==> config.mk <==
export PLATFORM = sky130hd
export DESIGN_NAME = lab3_sr_pulse_driver
export DESIGN_NICKNAME = d
export VERILOG_FILES = /design/src/rtl/lab3_sr_pulse_driver.sv
export SDC_FILE = /design/constraint.sdc
export NUM_CORES = 1
export LEC_CHECK = 0
export ABC_CLOCK_PERIOD_IN_PS = 4000
export BUFFER_PORTS_ARGS = -buffer_cell sky130_fd_sc_hd__buf_2
export CAP_MARGIN = 25
export CORE_UTILIZATION = 58
export DETAILED_ROUTE_END_ITERATION = 10
export GPL_TIMING_DRIVEN = 0
export PLACE_DENSITY_LB_ADDON = 0.15
export SYNTH_ARGS = -nofsm -noshare
export SYNTH_HDL_FRONTEND = slang
export SYNTH_SLANG_ARGS = --single-unit
==> constraint.sdc <==
create_clock -name clk -period 4 [get_ports clk]
set_clock_uncertainty 0.2 [all_clocks]
set_input_delay 0.8 -clock clk [delete_from_list [all_inputs] [get_ports clk]]
set_output_delay 0.8 -clock clk [all_outputs]
set_load 0.1 [all_outputs]
==> src/rtl/lab3_sr_pulse_driver.sv <==
// lab3_sr_pulse_driver
//   Command stage in front of a gate-level SR latch. Two raw push buttons are
//   synchronised (2 flops) and debounced, and each debounced press becomes a
//   single fixed-width S or R pulse followed by a recovery gap. S and R are
//   never high together. exp_q tracks the Q the latch should hold.
//
//   Optional feature macro: SR_CHECK_EN
//     defined   : q_fb is compared with exp_q in the last GAP cycle of every
//                 command; a mismatch sets the sticky err flag until rst.
//     undefined : q_fb is ignored and err is constant 0.
//
// Ports
//   clk      in   single clock, rising edge
//   rst      in   synchronous active-high reset
//   set_btn  in   raw set button (asynchronous, bouncy)
//   clr_btn  in   raw clear button (asynchronous, bouncy)
//   q_fb     in   latch Q feedback (SR_CHECK_EN only)
//   S, R     out  latch drives, decoded straight from the state register
//   busy     out  high in SET_P, CLR_P and GAP
//   exp_q    out  expected latch Q after the last completed pulse
//   conflict out  one-cycle flag: both presses seen in the same IDLE cycle
//   err      out  sticky feedback mismatch (SR_CHECK_EN only)
module lab3_sr_pulse_driver #(
    parameter int DB_CNT  = 3,
    parameter int PULSE_W = 4,
    parameter int GAP_W   = 2
) (
    input  logic clk,
    input  logic rst,
    input  logic set_btn,
    input  logic clr_btn,
    input  logic q_fb,
    output logic S,
    output logic R,
    output logic busy,
    output logic exp_q,
    output logic conflict,
    output logic err
);
    localparam int MAX_A = (DB_CNT > PULSE_W) ? DB_CNT : PULSE_W;
    localparam int MAX_W = (MAX_A > GAP_W) ? MAX_A : GAP_W;
    localparam int CW    = $clog2(MAX_W + 1);

    localparam logic [CW-1:0] DB_LAST = CW'(DB_CNT);
    localparam logic [CW-1:0] PW_LAST = CW'(PULSE_W - 1);
    localparam logic [CW-1:0] GW_LAST = CW'(GAP_W - 1);

    typedef enum logic [1:0] {IDLE, SET_P, CLR_P, GAP} state_t;

    // bit 0 = set button, bit 1 = clear button
    logic [1:0]         w_raw;
    logic [1:0]         r_sync1;
    logic [1:0]         r_sync2;
    logic [1:0]         r_lvl;
    logic [1:0]         r_press;
    logic [1:0][CW-1:0] r_dbc;

    state_t             r_state;
    state_t             w_next;
    logic [CW-1:0]      r_cnt;
    logic               w_last;
    logic               r_exp;

    assign w_raw = {clr_btn, set_btn};

    // Debounce: the counter runs while the synchronised sample disagrees with
    // the debounced level; once it has reached DB_CNT a further disagreeing
    // sample flips the level. Any agreeing sample restarts the count.
    // r_press is a one-cycle pulse on a debounced rising edge only.
    always_ff @(posedge clk) begin
        if (rst) begin
            r_sync1 <= '0;
            r_sync2 <= '0;
            r_lvl   <= '0;
            r_press <= '0;
            r_dbc   <= '0;
        end else begin
            r_sync1 <= w_raw;
            r_sync2 <= r_sync1;
            for (int i = 0; i < 2; i++) begin
                r_press[i] <= 1'b0;
                if (r_sync2[i] == r_lvl[i]) begin
                    r_dbc[i] <= '0;
                end else if (r_dbc[i] == DB_LAST) begin
                    r_lvl[i]   <= r_sync2[i];
                    r_press[i] <= r_sync2[i];
                    r_dbc[i]   <= '0;
                end else begin
                    r_dbc[i] <= r_dbc[i] + 1'b1;
                end
            end
        end
    end

    // Next-state logic. Presses only matter in IDLE, so anything arriving
    // during a pulse or gap is simply dropped.
    always_comb begin
        w_next   = r_state;
        w_last   = 1'b0;
        conflict = 1'b0;
        case (r_state)
            IDLE: begin
                if (r_press[0] && !r_press[1])      w_next = SET_P;
                else if (r_press[1] && !r_press[0]) w_next = CLR_P;
                else if (r_press[0] && r_press[1])  conflict = 1'b1;
            end
            SET_P, CLR_P: begin
                if (r_cnt == PW_LAST) begin
                    w_last = 1'b1;
                    w_next = GAP;
                end
            end
            GAP: begin
                if (r_cnt == GW_LAST) begin
                    w_last = 1'b1;
                    w_next = IDLE;
                end
            end
            default: w_next = IDLE;
        endcase
    end

    always_ff @(posedge clk) begin
        if (rst) begin
            r_state <= IDLE;
            r_cnt   <= '0;
            r_exp   <= 1'b0;
        end else begin
            r_state <= w_next;
            // cnt counts cycles spent in the current pulse/gap state
            if (w_last || r_state == IDLE) r_cnt <= '0;
            else                           r_cnt <= r_cnt + 1'b1;
            if (w_last && r_state == SET_P) r_exp <= 1'b1;
            if (w_last && r_state == CLR_P) r_exp <= 1'b0;
        end
    end

    // Drives decode the state register directly, so they are glitch-free and
    // a reset drops them on the same edge.
    assign S     = (r_state == SET_P);
    assign R     = (r_state == CLR_P);
    assign busy  = (r_state != IDLE);
    assign exp_q = r_exp;

`ifdef SR_CHECK_EN
    logic r_err;

    // exp_q is already final in the GAP, so the latch has had the whole gap
    // to settle before its feedback is judged.
    always_ff @(posedge clk) begin
        if (rst)                                            r_err <= 1'b0;
        else if (r_state == GAP && w_last && q_fb != r_exp) r_err <= 1'b1;
    end

    assign err = r_err;
`else
    logic w_unused_qfb;
    assign w_unused_qfb = q_fb;
    assign err          = 1'b0;
`endif

endmodule

After elaboration in Yosys (flattened, before gate mapping) --
Cells that the tools add are included.
Storage, ports and cells: output and inout port bits 6, bits of input ports 5, bits in registers 20, word-level logic and storage cells 62
Operators by class: reduce and logical (&&, ||, !) cells 20, equal/unequal tests 12, multiplexer cells 12, bitwise logic cells 4, add/subtract/negate cells 3
Operators by type and width (number):
- $reduce_or 3->1 | 4
- $add 3x1->3 const B | 3
- $eq 3x2->1 const B | 3
- $mux 2 | 4
- $mux 1 | 6
- $pmux 2 s3 | 1
- $reduce_or 2->1 | 3
- $logic_and 1x1->1 | 5
- $eq 2x2->1 const B | 2
- $ne 2x2->1 const B | 2
- $not 1->1 | 4
- $reduce_and 2->1 | 2
- $eq 3x1->1 const B | 1
- $ne 3x3->1 const B | 1
- $reduce_and 3->1 | 1
- $eq 1x1->1 | 2
- $eq 2x1->1 const B | 1
- $logic_not 1->1 | 2
- $logic_not 2->1 | 1
- $pmux 1 s2 | 1
- $reduce_bool 2->1 | 1
- $logic_or 1x1->1 | 1

Longest topological paths before layout --
Gate-level depths: netlist of the first run.
depth after elaboration 5, mapped depth 6

Worst setup path before layout of the first run --
No wires, ideal clock.
path kind reg2out, start point reg r_state[0], end point out busy, arrival time 1315 ps, required time 3000 ps, setup slack 1685 ps, stages on the path, launching flop included 5, cell sequence dfxtp_1 > inv_1 > ha_1 > buf_6 > inv_1
Between the ends: word-level cells in the longest chain between the ends 1
Ends and longest elaborated chain:
- from (decl) | line 58 | state_t r_state;
- from (signal assigned) | line 129 | r_state <= w_next;
- $reduce_bool 2->1 | line 142 | assign busy = (r_state != IDLE);
- to (decl) | line 35 | output logic busy,
No other way between the ends.

Worst setup path in the final report of the first run --
start point reg r_state[0], end point out conflict
Between the ends: word-level cells in the longest chain between the ends 2
Ends and longest elaborated chain:
- $logic_not 2->1 | line 101 | case (r_state)
- $mux 1 | line 101
- to (decl) | line 37 | output logic conflict,
No other way between the ends.

==> results of run 1 <==
==> metal layers <==
metal	global-route usage, %	up-vias
li1	-	313
met1	21.70	252
met2	28.75	12
met3	3.913	4
met4	5.806	0
met5	0	-
==> final cells by class <==
cell class | instances | share of cell area [%]
clock inverter | 1 | 2.956
sequential | 20 | 39.41
inverter | 12 | 4.434
buffer | 3 | 2.217
clock buffer | 3 | 2.217
timing repair buffer | 8 | 3.941
multi-input combinational | 56 | 42.98
tap | 15 | 1.847
==> cell families after synthesis <==
group                    after synthesis
multiplexers                           5
AO/OA/AOI/OAI                          6
other                                  1
buffers and inverters                 15
XOR/XNOR                               2
flip-flops                            20
adder cells (fa/ha/maj)               13
AND/OR/NAND/NOR                       29
==> state kept, by name, indices dropped and copies added, names as in the netlist <==
name / count
exp_q: 1
r_cnt: 3
r_dbc: 6
r_lvl: 2
r_press: 2
r_state: 2
r_sync1: 2
r_sync2: 2
==> power by group <==
group	internal [mW]	switching [mW]	leakage, nW
Combinational	0.0206	0.0506	0.267
Clock	0.101	0.0627	0.0279
Sequential	0.204	0.00400	0.162
Total	0.326	0.117	0.457
==> worst max-delay path, stage by stage, from the launching register on <==
cell,delay [ns]
dfxtp_1,0.35
inv_1,0.10
ha_1,0.17
buf_6,0.13
and2_2,0.13
buf_2,0.41
==> layout by cell type (no fill, tap or decap), types with 3 or more instances in the layout <==
master and n:
nor2b_1 5, ha_1 13, inv_1 12, dfxtp_1 20, clkbuf_4 3, nor2_1 14
buf_2 8, mux2i_1 4
==> how the worst min path moves through the flow <==
stage / start / end / slack (ns) / depth (start not counted)
5_1_grt: r_dbc[3] / r_dbc[3] / 0.26 / 1
2_1_floorplan: r_dbc[0] / r_dbc[0] / 0.20 / 1
6_report: r_dbc[3] / r_dbc[3] / 0.23 / 1
3_5_place_dp: r_dbc[3] / r_dbc[3] / 0.21 / 1
4_1_cts: r_dbc[3] / r_dbc[3] / 0.23 / 1
3_3_place_gp: r_dbc[3] / r_dbc[3] / 0.21 / 1
==> metrics by stage <==
stage	std cells	power [mW]	hold WS [ns]	setup slack (ns)	utilization, %
6_report	118	0.4436	0.2275	1.417	73.48
5_1_grt	118	0.4608	0.2585	1.328	73.48
4_1_cts	118	0.4471	0.2318	1.408	73.48
3_5_place_dp	114	0.2842	0.2149	1.748	69.68
3_3_place_gp	114	0.2830	0.2076	1.767	69.68
2_1_floorplan	91	0.2736	0.1990	1.685	-
==> reports/results.ini, run 1 <==
[run_status]
status=finished, final reports clean

[drt]
highest_layer=met4
wl_met1_um=627
firstDrtPassIters=4
ant_nets=0
drc=0
totalWireLength_um=1283
wl_per_cell_um=10.87
dr_wl_met3_um=42
wl_met2_um=591
vias=581
via_per_inst=4.924
dr.first_iter.drc_count=4

[place]
placed_area_sq_um=963.4
place_congestion=0.7370
portBuffers=8
hpwlAfterDp_um=968.1

[die]
coreArea_sq_um=1383
die_area_sq_um=1721
start_util_pct=65.43
io-pin-count=11
num_rows=13
dieWidth_um=41.49
die_y_um=41.49

[logic_synthesis]
yosysTopAreaCellShare_pct=44.26
netlist_instances=91
synth_flop_cell=dfxtp_1
syn_area_sq_um=904.6
ys_ff_latch=20
synth_area_leader_cell=dfxtp_1
synth.top_cells.by_count=dfxtp_1, nor2_1, ha_1
synth-edff-count=0
synth_compound_gate_area_share_pct=4.979
synth.distinct_cells=24
synth_top_family_by_area=adder cells
yosys.area_share.simple_pct=16.87
synth_xor_area_share_pct=1.936
syn_avg_cell_area_sq_um=9.941
syn_nets=109
synth.most_common_cell=dfxtp_1
yosysWarnings=0
yosys.area_share.adder_pct=17.98
synth.yosys.seq_area_share_pct=44.26
synthMuxAreaShare_pct=6.086
async_flop_share_pct=0
synth_area_leaders=dfxtp_1, ha_1, nor2_1

[worst_setup_path]
startpoint=r_state[0]
required_ns=3.00
rr_worst_depth=5
critPathArrivalTime_ns=1.58
reg2reg_to=r_state[0]
worst-r2r-setup-slack_ns=2.11
crit_path_end_kind=output port
reg2reg_from=r_state[0]
path_class=reg -> out
startpoint_type=flip-flop
crit_end=conflict
cp_max_fo=9

[clock_tree]
numCtsBuffers=3
clk_latency_ns=0.30
cts_tree=yes
clockRootBuffer=clkbuf_4
cts_resized=0
htreeDepth=1
cts_buffer_depth=2
ctsHoldBuffers=0
cts_setup_buffers=0
path_clk_slew_ns=0.11
clock_sinks=20

[cells_and_area]
final-seq-area_sq_um=400.4
drive_gt1_share_pct=17.48
fin_area_sq_um=1016
nFillCells=105
syn2layout_area_growth_pct=12.31
multi_input_area_sq_um=436.7
nNetsFinal=122
antennaDiodeCount=0

[sta]
fin_tns_setup_ns=0
setup_viol=0
fmax_ghz=0.3872
fin_crit_ns=2.583
period_share_pct=64.57
maxSlewViolCount=0
grt_setup_unrepaired=no
timing_hold_violations_final=0

[global_routing]
grt_first_pass_wirelength_um=2311
grt_pass1_vias=578
antenna_found_initial=0
grt_use_total_pct=17.20
grt_overflow=0
grt_max_degree=13

[power_and_ir_drop]
max-vdd-ir-drop_mv=0.3400
p_leak_nw=0.4570
powerDensity_nw_per_um2=436.6

[min_path]
min_path_type=reg -> reg

[run]
drv_cap=0

No activity file was read; power rests on OpenSTA's default activity.
==> run 2, diff against run 1 <==
--- a/config.mk
+++ b/config.mk
@@ -5,10 +5,10 @@
 export SDC_FILE = /design/constraint.sdc
 export NUM_CORES = 1
 export LEC_CHECK = 0
-export ABC_CLOCK_PERIOD_IN_PS = 4000
+export ABC_CLOCK_PERIOD_IN_PS = 2300
 export BUFFER_PORTS_ARGS = -buffer_cell sky130_fd_sc_hd__buf_2
 export CAP_MARGIN = 25
-export CORE_UTILIZATION = 58
+export CORE_UTILIZATION = 49
 export DETAILED_ROUTE_END_ITERATION = 10
 export GPL_TIMING_DRIVEN = 0
 export PLACE_DENSITY_LB_ADDON = 0.15
==> constraint.sdc (replaced) <==
create_clock -name clk -period 2.3 [get_ports clk]
set_clock_uncertainty 0.2 [all_clocks]
set_input_delay 0.46 -clock clk [delete_from_list [all_inputs] [get_ports clk]]
set_output_delay 0.46 -clock clk [all_outputs]
set_load 0.1 [all_outputs]
==> reports/results.ini, run 2 (synthesis gave the netlist of run 1 again) <==
[run_status]
status=finished, final reports clean

[die]
io-pin-count=11  ; unchanged
num_rows=15  ; +2
start_util_pct=52.39  ; -13 points
dieWidth_um=44.97  ; +8.4%
coreArea_sq_um=1727  ; +25%
die_y_um=44.97  ; +8.4%
die_area_sq_um=2022  ; +17%

[cells_and_area]
final_common_cell=dfxtp_1
final_cell_mix=dfxtp_1, nor2_1, ha_1
largest_register_ffs=6  ; unchanged
regMostFlops=r_dbc
antennaDiodeCount=0  ; unchanged
fin_cells=127  ; +7.6%
fin_util_pct=58.12  ; -15 points
nNetsFinal=122  ; unchanged
drive_gt1_share_pct=16.67  ; -0.81 points
reg_top3=r_dbc x6, r_cnt x3
syn2layout_area_growth_pct=10.93

[sta]
fin_tns_setup_ns=0  ; unchanged
timing_hold_violations_final=0  ; unchanged
fmax_ghz=0.4535
grt_setup_unrepaired=no
maxSlewViolCount=0  ; unchanged
fin_crit_ns=2.205
setup_viol=0  ; unchanged
period_share_pct=95.87

[global_routing]
grt_first_pass_wirelength_um=2180  ; -5.7%
grt_overflow=0  ; unchanged
grt_pass1_vias=519  ; -10%
grt_use_total_pct=15.49  ; -1.7 points
antenna_found_initial=0  ; unchanged
grt_max_degree=11  ; -2

[clock_tree]
path_clk_slew_ns=0.11  ; about the same
cts_tree=yes
ctsHoldBuffers=0  ; unchanged
clk_latency_ns=0.29  ; about the same
htreeDepth=1  ; unchanged
cts_buffer_depth=2  ; unchanged
numCtsBuffers=3  ; unchanged
clock_sinks=20  ; unchanged
clockRootBuffer=clkbuf_4

[place]
dp_cells=124  ; +8.8%
place_congestion=0.7196  ; -2.4%
hpwlAfterDp_um=991.4  ; +2.4%
portBuffers=8  ; unchanged

[drt]
totalWireLength_um=1303  ; +1.6%
dr.first_iter.drc_count=6  ; +2
firstDrtPassIters=2  ; -2
drc=0  ; unchanged
ant_nets=0  ; unchanged
via_per_inst=4.717  ; -4.2%
vias=599  ; +3.1%
wl_per_cell_um=10.26  ; -5.6%

[worst_setup_path]
reg2reg_from=r_state[0]
reg2reg_to=r_state[0]
crit_path_end_kind=output port
critPathArrivalTime_ns=1.55  ; -0.03 ns
worst-r2r-setup-slack_ns=0.40  ; -1.71 ns
cp_max_fo=9  ; unchanged
path_class=reg -> out
rr_worst_depth=5  ; unchanged
required_ns=1.64  ; -1.36 ns
startpoint_type=flip-flop

[run]
drv_cap=0  ; unchanged

[power_and_ir_drop]
power_switching_uw=193.2  ; +65%
combPwrFrac_pct=19.4  ; +3.4 points
powerDensity_nw_per_um2=644.5  ; +48%
seqPwrFrac_pct=56.0  ; +9.0 points
p_leak_nw=0.4416  ; -3.4%
internal_power_uw=453.5  ; +39%
max-vdd-ir-drop_mv=0.4217  ; +24%
switching_share_pct=29.87  ; +3.4 points
clockPowerShare_pct=24.6  ; -12 points

[min_path]
holdPathEnd=r_sync1[0]
hp-start=set_btn
min_path_type=in -> reg
whs_path_depth=2  ; +1

==> run 2: through the flow <==
stage	power [mW]	cell area, sq um	setup slack, ns	hold slack, ns
finish	0.6467	1003	0.09492	0.1716
floorplan	0.4758	904.6	0.2608	0.1990
CTS	0.6569	998.5	0.03892	0.1654
global route	0.6882	1003	0.002734	0.1475
global placement	0.4925	975.9	0.3974	0.2069
detailed placement	0.4954	975.9	0.3886	0.2205
==> run 2: critical path, stage by stage (launching register included) <==
cell and delay [ns]:
dfxtp_1 0.38, inv_1 0.09, ha_1 0.21, buf_6 0.14, and2_2 0.16, clkbuf_4 0.27
==> run 2: repair_timing <==
| item | 4_1_cts | 5_1_grt |
|---|---|---|
| hold endpoints to repair | 0 | 0 |
| gates resized for setup | 0 | 2 |
| endpoints found under the setup margin | 0 | 2 |
| setup buffers | 0 | 0 |
==> run 2: power groups by stage <==
stage	logic (mW)	clock network [mW]	registers (mW)
4_1_cts	0.125	0.169	0.363
3_5_place_dp	0.125	0	0.371
6_report	0.125	0.159	0.362
5_1_grt	0.134	0.190	0.363
3_3_place_gp	0.123	0	0.370
2_1_floorplan	0.107	0	0.369
==> run 2: worst max path at each step <==
stage / slack (ns) / from / cells after the start / endpoint
2_1_floorplan: 0.26 / r_state[1] / 5 / exp_q
3_5_place_dp: 0.39 / r_state[0] / 5 / conflict
5_1_grt: 0.003 / r_state[0] / 5 / conflict
3_3_place_gp: 0.40 / r_state[0] / 5 / conflict
4_1_cts: 0.04 / r_state[0] / 5 / conflict
6_report: 0.09 / r_state[0] / 5 / conflict
==> run 2: routing by layer <==
layer	vias to the layer above	global-route usage, %	wire [um]
met1	274	18.55	615
met4	0	7.273	12
met3	2	4.800	45
met2	9	25.22	629
met5	-	0	0
li1	314	-	-
==> run 2: area by class of cell <==
cell class	instances	area, sq um
inverters	12	45.04
clock buffers	3	22.52
multi-input cells	56	436.7
well taps	25	31.28
flip-flops and latches	20	400.4
plain buffers	3	22.52
fillers	170	723.2
repair buffers	8	45.04
==> run 3, diff against run 2 <==
--- a/config.mk
+++ b/config.mk
@@ -6,10 +6,10 @@
 export NUM_CORES = 1
 export LEC_CHECK = 0
 export ABC_CLOCK_PERIOD_IN_PS = 2300
-export BUFFER_PORTS_ARGS = -buffer_cell sky130_fd_sc_hd__buf_2
 export CAP_MARGIN = 25
-export CORE_UTILIZATION = 49
+export CORE_UTILIZATION = 53
 export DETAILED_ROUTE_END_ITERATION = 10
+export DONT_BUFFER_PORTS = 1
 export GPL_TIMING_DRIVEN = 0
 export PLACE_DENSITY_LB_ADDON = 0.15
 export SYNTH_ARGS = -nofsm -noshare
==> reports/results.ini, run 3 (synthesis gave the netlist of run 1 again) <==
[worst_setup_path]
required_ns=1.64  ; about the same
cp_max_fo=9  ; unchanged
critPathArrivalTime_ns=1.54  ; about the same
path_class=reg -> out
startpoint_type=flip-flop
crit_path_end_kind=output port

[sta]
fmax_ghz=0.4555  ; +0.43%
fin_crit_ns=2.196  ; -0.009481 ns
setup_ws_ns=0.1044  ; +0.009481 ns
period_share_pct=95.46  ; -0.41 points
worstMarginPinSlew_ns=0.9587
hold_slack_ns=0.02508  ; -0.1465 ns
setup_viol=0  ; unchanged
grt_setup_unrepaired=no
relSlewSlack_pct=36.00
timing_hold_violations_final=0  ; unchanged
fin_tns_setup_ns=0  ; unchanged
maxSlewViolCount=0  ; unchanged

[power_and_ir_drop]
totalPowerFinal_uw=679.2  ; +5.0%
max-vdd-ir-drop_mv=0.5193  ; +23%
p_leak_nw=0.3985  ; -9.7%
powerDensity_nw_per_um2=700.4  ; +8.7%

[cells_and_area]
nNetsFinal=114  ; -6.6%
regMostFlops=r_dbc
reg_top3=r_dbc x6, r_cnt x3
fin_util_pct=62.91  ; +4.8 points
drive_gt1_share_pct=13.68  ; -3.0 points
final_common_cell=dfxtp_1
final_cell_mix=dfxtp_1, nor2_1, inv_1, ha_1, nor2b_1
syn2layout_area_growth_pct=7.192
largest_register_ffs=6  ; unchanged
antennaDiodeCount=0  ; unchanged

[global_routing]
grt_first_pass_wirelength_um=2145  ; -1.6%
grt_max_degree=12  ; +1
grt_use_total_pct=15.73  ; +0.23 points
grt_overflow=0  ; unchanged
antenna_found_initial=0  ; unchanged
grt_pass1_vias=543  ; +4.6%

[drt]
vias=566  ; -5.5%
via_per_inst=5.099  ; +8.1%
totalWireLength_um=1175  ; -9.8%
drc=0  ; unchanged
firstDrtPassIters=4  ; +2
ant_nets=0  ; unchanged
dr.first_iter.drc_count=9  ; +3
wl_per_cell_um=10.59  ; +3.2%

[clock_tree]
path_clk_slew_ns=0.10  ; about the same
cts_setup_buffers=0  ; unchanged
clock_sinks=20  ; unchanged
clk_latency_ns=0.29  ; about the same
htreeDepth=1  ; unchanged
numCtsBuffers=3  ; unchanged
ctsHoldBuffers=0  ; unchanged
clockRootBuffer=clkbuf_4
cts_buffer_depth=2  ; unchanged
cts_tree=yes

[die]
dieWidth_um=43.32  ; -3.7%
io-pin-count=11  ; unchanged
start_util_pct=58.69  ; +6.3 points
die_y_um=43.32  ; -3.7%
die_area_sq_um=1876  ; -7.2%
num_rows=14  ; -1
coreArea_sq_um=1541  ; -11%

[place]
portBuffers=0  ; -8
hpwlAfterDp_um=908.3  ; -8.4%
pre_cts_ws_ns=0.1475  ; -0.2411 ns
place_congestion=0.7800  ; +8.4%

[run]
drv_cap=0  ; unchanged

[run_status]
status=finished, final reports clean

[min_path]
min_path_type=in -> reg

run 3: layer usage:
layer,up-vias,share of wire (%),GRT usage [%],routed length (um)
met3,4,3.6,3.830,42
met2,7,43,24.48,505
met4,0,2.1,10.91,25
li1,298,-,-,-
met1,257,51,18.90,601
met5,-,0,0,0
run 3: what timing repair did:
item,4_1_cts,5_1_grt
gates cloned,0,0
setup endpoints to repair,1,1
resized for setup,1,2
run 3: stage by stage:
stage / std cells / instance area [sq um]
floorplan: 91 / 904.6
global placement: 107 / 924.6
detailed placement: 107 / 924.6
CTS: 111 / 964.7
global route: 111 / 969.7
finish: 111 / 969.7
run 3: final cells by class:
cell class	instances	area (sq um)
inverter	12	48.80
buffer	3	22.52
clock buffer	4	36.28
tap	16	20.02
fill	131	571.8
sequential	20	400.4
multi-input combinational	56	441.7
run 3: path summary, 6_finish.rpt:
path	from	endpoint	depth (start not counted)	slack (ns)
worst min-delay path	rst	r_press[1]	1	0.03
worst min register to register	r_dbc[0]	r_dbc[0]	1	0.24
worst max register to register	r_state[0]	r_state[0]	5	0.40
worst max-delay path	r_state[0]	conflict	4	0.10
run 3: critical path: stages, from the launching register on:
cell and delay [ns]:
dfxtp_1 0.35, inv_1 0.10, ha_1 0.17, buf_6 0.13, and2_2 0.48
run 3: power by group:
group | internal [mW] | leakage, nW | switching [mW]
clock | 0.0965 | 0.0210 | 0.100
combinational | 0.0338 | 0.215 | 0.0862
sequential | 0.356 | 0.162 | 0.00679
total | 0.486 | 0.399 | 0.193
